--- config.mk ---
export PLATFORM = sky130hd
export DESIGN_NAME = dct_pair_scheduler
export DESIGN_NICKNAME = d
export VERILOG_FILES = /design/src/rtl/dct_pair_scheduler.sv
export SDC_FILE = /design/constraint.sdc
export NUM_CORES = 1
export LEC_CHECK = 0
export ABC_AREA = 1
export BUFFER_PORTS_ARGS = -buffer_cell sky130_fd_sc_hd__buf_2
export CORE_UTILIZATION = 25
export DETAILED_ROUTE_END_ITERATION = 10
export PLACE_DENSITY = 0.41
export RECOVER_POWER = 100
export SLEW_MARGIN = 20
export SYNTH_ARGS = -nofsm -noshare
export SYNTH_HDL_FRONTEND = slang
export SYNTH_SLANG_ARGS = --single-unit
--- constraint.sdc ---
create_clock -name clk -period 4.3 [get_ports clk]
set_input_delay 0.86 -clock clk [delete_from_list [all_inputs] [get_ports clk]]
set_output_delay 0.86 -clock clk [all_outputs]
set_load 0.1 [all_outputs]
--- src/rtl/dct_pair_scheduler.sv ---
// Two-point DCT pair scheduler: captures pixel pairs (A,B) and emits truncated
// sum and difference coefficients with valid/ready handshakes and block framing.
module dct_pair_scheduler #(
  parameter int BLOCK_PAIRS = 4
) (
  input  logic       clk,
  input  logic       rst,
  input  logic       restart,
  input  logic [1:0] trunc_bits,
  input  logic       in_valid,
  output logic       in_ready,
  input  logic [7:0] in_pixel,
  output logic       out_valid,
  input  logic       out_ready,
  output logic [7:0] out_coef,
  output logic       out_sel,
  output logic       out_last,
  output logic       block_done
);

  localparam logic [1:0] GET_A     = 2'd0;
  localparam logic [1:0] GET_B     = 2'd1;
  localparam logic [1:0] EMIT_SUM  = 2'd2;
  localparam logic [1:0] EMIT_DIFF = 2'd3;
  localparam logic [4:0] LAST_PAIR = 5'(BLOCK_PAIRS - 1);

  function automatic logic [7:0] trunc_coef(input logic [7:0] v, input logic [1:0] t);
    logic [7:0] r;
    case (t)
      2'd0:    r = v;
      2'd1:    r = {v[7:1], 1'b0};
      2'd2:    r = {v[7:2], 2'b00};
      2'd3:    r = {v[7:3], 3'b000};
      default: r = v;
    endcase
    return r;
  endfunction

  logic [1:0] state_r, state_nxt_s;
  logic [7:0] a_r, a_nxt_s;
  logic [1:0] trunc_r, trunc_nxt_s;
  logic [7:0] sum_r, sum_nxt_s;
  logic [7:0] diff_r, diff_nxt_s;
  logic [4:0] pair_cnt_r, cnt_nxt_s;
  logic       done_nxt_s;
  logic [7:0] coef_nxt_s;
  logic       in_ready_r, out_valid_r, out_sel_r, out_last_r, block_done_r;
  logic [7:0] out_coef_r;
  logic       in_hs_s, out_hs_s;
  logic [7:0] sum_raw_s, diff_raw_s;

  assign in_hs_s    = in_valid & in_ready_r;
  assign out_hs_s   = out_valid_r & out_ready;
  assign sum_raw_s  = a_r + in_pixel;
  assign diff_raw_s = a_r - in_pixel;

  // Next-state, datapath capture and next-output computation
  always_comb begin
    state_nxt_s = state_r;
    a_nxt_s     = a_r;
    trunc_nxt_s = trunc_r;
    sum_nxt_s   = sum_r;
    diff_nxt_s  = diff_r;
    cnt_nxt_s   = pair_cnt_r;
    done_nxt_s  = 1'b0;
    coef_nxt_s  = 8'd0;
    // restart voids any handshake happening in the same cycle
    if (restart) begin
      state_nxt_s = GET_A;
      a_nxt_s     = 8'd0;
      sum_nxt_s   = 8'd0;
      diff_nxt_s  = 8'd0;
      cnt_nxt_s   = 5'd0;
    end else begin
      case (state_r)
        GET_A: begin
          if (in_hs_s) begin
            a_nxt_s     = in_pixel;
            trunc_nxt_s = trunc_bits;
            state_nxt_s = GET_B;
          end else begin
            state_nxt_s = GET_A;
          end
        end
        GET_B: begin
          if (in_hs_s) begin
            sum_nxt_s   = trunc_coef(sum_raw_s, trunc_r);
            diff_nxt_s  = trunc_coef(diff_raw_s, trunc_r);
            state_nxt_s = EMIT_SUM;
          end else begin
            state_nxt_s = GET_B;
          end
        end
        EMIT_SUM: begin
          if (out_hs_s) begin
            state_nxt_s = EMIT_DIFF;
          end else begin
            state_nxt_s = EMIT_SUM;
          end
        end
        EMIT_DIFF: begin
          if (out_hs_s) begin
            state_nxt_s = GET_A;
            done_nxt_s  = (pair_cnt_r == LAST_PAIR);
            cnt_nxt_s   = (pair_cnt_r == LAST_PAIR) ? 5'd0 : pair_cnt_r + 5'd1;
          end else begin
            state_nxt_s = EMIT_DIFF;
          end
        end
        default: state_nxt_s = GET_A;
      endcase
    end
    case (state_nxt_s)
      EMIT_SUM:  coef_nxt_s = sum_nxt_s;
      EMIT_DIFF: coef_nxt_s = diff_nxt_s;
      default:   coef_nxt_s = 8'd0;
    endcase
  end

  // State, datapath and output registers; outputs are decoded from the next state
  always_ff @(posedge clk) begin
    if (rst) begin
      state_r      <= GET_A;
      a_r          <= 8'd0;
      trunc_r      <= 2'd0;
      sum_r        <= 8'd0;
      diff_r       <= 8'd0;
      pair_cnt_r   <= 5'd0;
      in_ready_r   <= 1'b1;
      out_valid_r  <= 1'b0;
      out_coef_r   <= 8'd0;
      out_sel_r    <= 1'b0;
      out_last_r   <= 1'b0;
      block_done_r <= 1'b0;
    end else begin
      state_r      <= state_nxt_s;
      a_r          <= a_nxt_s;
      trunc_r      <= trunc_nxt_s;
      sum_r        <= sum_nxt_s;
      diff_r       <= diff_nxt_s;
      pair_cnt_r   <= cnt_nxt_s;
      in_ready_r   <= (state_nxt_s == GET_A) || (state_nxt_s == GET_B);
      out_valid_r  <= (state_nxt_s == EMIT_SUM) || (state_nxt_s == EMIT_DIFF);
      out_coef_r   <= coef_nxt_s;
      out_sel_r    <= (state_nxt_s == EMIT_DIFF);
      out_last_r   <= (state_nxt_s == EMIT_DIFF) && (cnt_nxt_s == LAST_PAIR);
      block_done_r <= done_nxt_s;
    end
  end

  assign in_ready   = in_ready_r;
  assign out_valid  = out_valid_r;
  assign out_coef   = out_coef_r;
  assign out_sel    = out_sel_r;
  assign out_last   = out_last_r;
  assign block_done = block_done_r;

endmodule

==> results.yml <==
run:
  maxCapViolations: 0
timing:
  fin_setup_tns_ns: 0
  max_freq_ghz: 0.366
  whs_ns: 0.481
  layout_min_cycle_time_ns: 2.73
  drv_slew: 0
  slew-limit-headroom: 0.225
  tightest_slew_ns: 1.17
  hold_violations: 0
  final.setup_skew_ns: 0.0109
  rsz0062_at_grt: "no"
  min_period_over_period: 0.635
  setup_viol_count_final: 0
yosys:
  netlist_instances: 372
  ys_ff_latch: 46
  synth_cell_types: 29
  yosys_warnings: 0
  syn_avg_cell_area_um2: 6.87
  synth_seq_area_share: 0.360
  synth_nets: 404
  netlist_area_um2: 2560
placement:
  port_buffers: 27
  placed_area_um2: 2800
  dpl.hpwl_um: 4730
  place_inst: 521
  gp_congestion: 0.782
route:
  drtPass1Iterations: 4
  top_layer: "met4"
  drc: 0
  ant_nets: 0
  routed-wl-met3_um: 189
  wl_um: 6170
  drt_iter0_drc: 60
  wl_per_cell_um: 11.7
  vias_per_cell: 4.33
  wl_met2_um: 2790
  wirelength_met1_um: 3140
  via_count: 2290
clock_tree:
  cts-root-buf: "clkbuf_8"
  ctsResizeCount: 0
  h-tree-depth: 2
  cts_hold_buf: 0
  cts_tree: "done"
  post_cts_buffers: 0
  numCtsBuffers: 5
  path_clk_slew_ns: 0.10
  clk_latency_ns: 0.30
  cts_sinks: 46
  clk_path_buf_depth: 2
pwr:
  leakage_nw: 1.26
  power.density_nw_per_um2: 296
  irDropWorstVdd_v: 0.000134
setup_path:
  critPathArrivalTime_ns: 2.96
  worstSetupPathType: "primary input to register"
  rrSetupSlack_ns: 2.24
  crit_start: "restart"
  reg2reg_from: "state_r[1]"
  cp-end-kind: "register"
  rr_worst_depth: 9
  crit_required_ns: 4.53
  critPathMaxFanout: 15
  rr_endpoint: "out_coef[4]"
  critPathCapture: "out_coef[4]"
  start_kind: "primary input"
floorplanning:
  die_w_um: 103
  core_um2: 9820
  die_height_um: 103
  initial_core_util: 0.260
  die_area_um2: 10600
  row_count: 36
  ioPinCount: 28
layout:
  n_antenna_cell: 0
  syn2layout_area_growth_pct: 11.8
  finish.instance_area_um2: 2860
  stdcell_count: 529
  final_common_cell: "nand2_1"
  nets: 427
  drive_above_1_share: 0.0758
  final_cell_mix: "71 x nand2_1, 60 x nor2_1, 50 x inv_1, 46 x dfxtp_1, 32 x nand3_1"
grt:
  antenna_found_initial: 0
  grt.total_usage: 0.125
  grt_pass1_wl_um: 10100
  grt-ovfl-total: 0
  grt_max_degree: 29
  grt_pass1_vias: 2127
hold_path:
  hold_class: "register to register"
outcome:
  status: "complete, no violations"
sequential cells by signal, indices dropped and copies added, names as in the netlist:
| name | flops |
|---|---|
| out_last | 1 |
| out_valid | 1 |
| out_coef | 8 |
| sum_r | 8 |
| diff_r | 8 |
| pair_cnt_r | 5 |
| block_done | 1 |
| trunc_r | 2 |
| state_r | 2 |
| in_ready | 1 |
| out_sel | 1 |
| a_r | 8 |
cells in the mapped netlist:
cell type	count	area (µm²)
nand2_1	69	259
nor2_1	58	218
inv_1	49	184
dfxtp_1	46	921
nand3_1	32	160
a21oi_1	28	140
o21ai_0	21	105
ha_1	15	188
nand4_1	7	43.8
clkbuf_1	6	22.5
inv_2	6	22.5
buf_2	4	20.0
nor3_1	4	20.0
xor2_1	4	35.0
nand2_2	3	18.8
nand2_4	3	33.8
o22ai_1	3	18.8
fa_1	2	40.0
nor2_2	2	12.5
a21oi_4	1	16.3
and2_1	1	6.26
buf_6	1	11.3
nand3b_1	1	7.51
nor3_4	1	16.3
nor4_1	1	6.26
o21a_1	1	7.51
o31ai_1	1	7.51
or2_2	1	6.26
xnor2_1	1	8.76
cell families after synthesis:
kind of cell | Yosys count | synth area share
buffers and inverters | 66 | 0.102
adders and majority gates | 17 | 0.0891
xor gates and xnor gates | 5 | 0.0171
AOI/OAI and AO/OA | 55 | 0.116
DFF | 46 | 0.360
and+or+nand+nor | 183 | 0.316
per-layer routing:
metal | vias up | global-route usage
li1 | 1225 | -
met4 | 0 | 0.0358
met5 | - | 0
met2 | 32 | 0.213
met3 | 4 | 0.0264
met1 | 1029 | 0.159
how the worst min path moves through the flow:
stage	start	endpoint	slack, ns	cells past startpoint
4_1_cts	diff_r[0]	diff_r[0]	0.48	2
2_1_floorplan	a_r[0]	a_r[0]	0.45	2
3_3_place_gp	a_r[0]	a_r[0]	0.47	2
5_1_grt	diff_r[0]	diff_r[0]	0.51	2
6_report	sum_r[0]	sum_r[0]	0.48	2
3_5_place_dp	diff_r[0]	diff_r[0]	0.47	2
through the flow:
stage | util | worst slack (ns) | power (mW)
finish | 0.291 | 1.57 | 0.846
global route | 0.291 | 1.33 | 0.901
CTS | 0.295 | 2.06 | 0.866
detailed placement | 0.286 | 1.74 | 0.577
global placement | 0.286 | 1.78 | 0.577
floorplan | - | 2.17 | 0.542
critical path, stage by stage:
cell	delay [ns]
clkbuf_1	0.34
inv_1	0.41
nand2_4	0.08
a21oi_1	0.38
clkinv_1	0.13
nor2_1	0.40
nand3_1	0.14
a21oi_1	0.21
layout make-up:
type	count	area (µm²)
Tap cell	133	166
Multi-Input combinational cell	260	1350
Sequential cell	46	921
Fill cell	1156	6960
Clock inverter	3	25.0
Inverter	55	206
Timing Repair Buffer	27	116
Clock buffer	5	68.8
power breakdown:
group,internal [mW],switching [mW],total (mW)
logic,0.0388,0.0843,0.123
registers,0.434,0.00550,0.440
clock network,0.118,0.165,0.283
(Power assumes the default switching activity.)
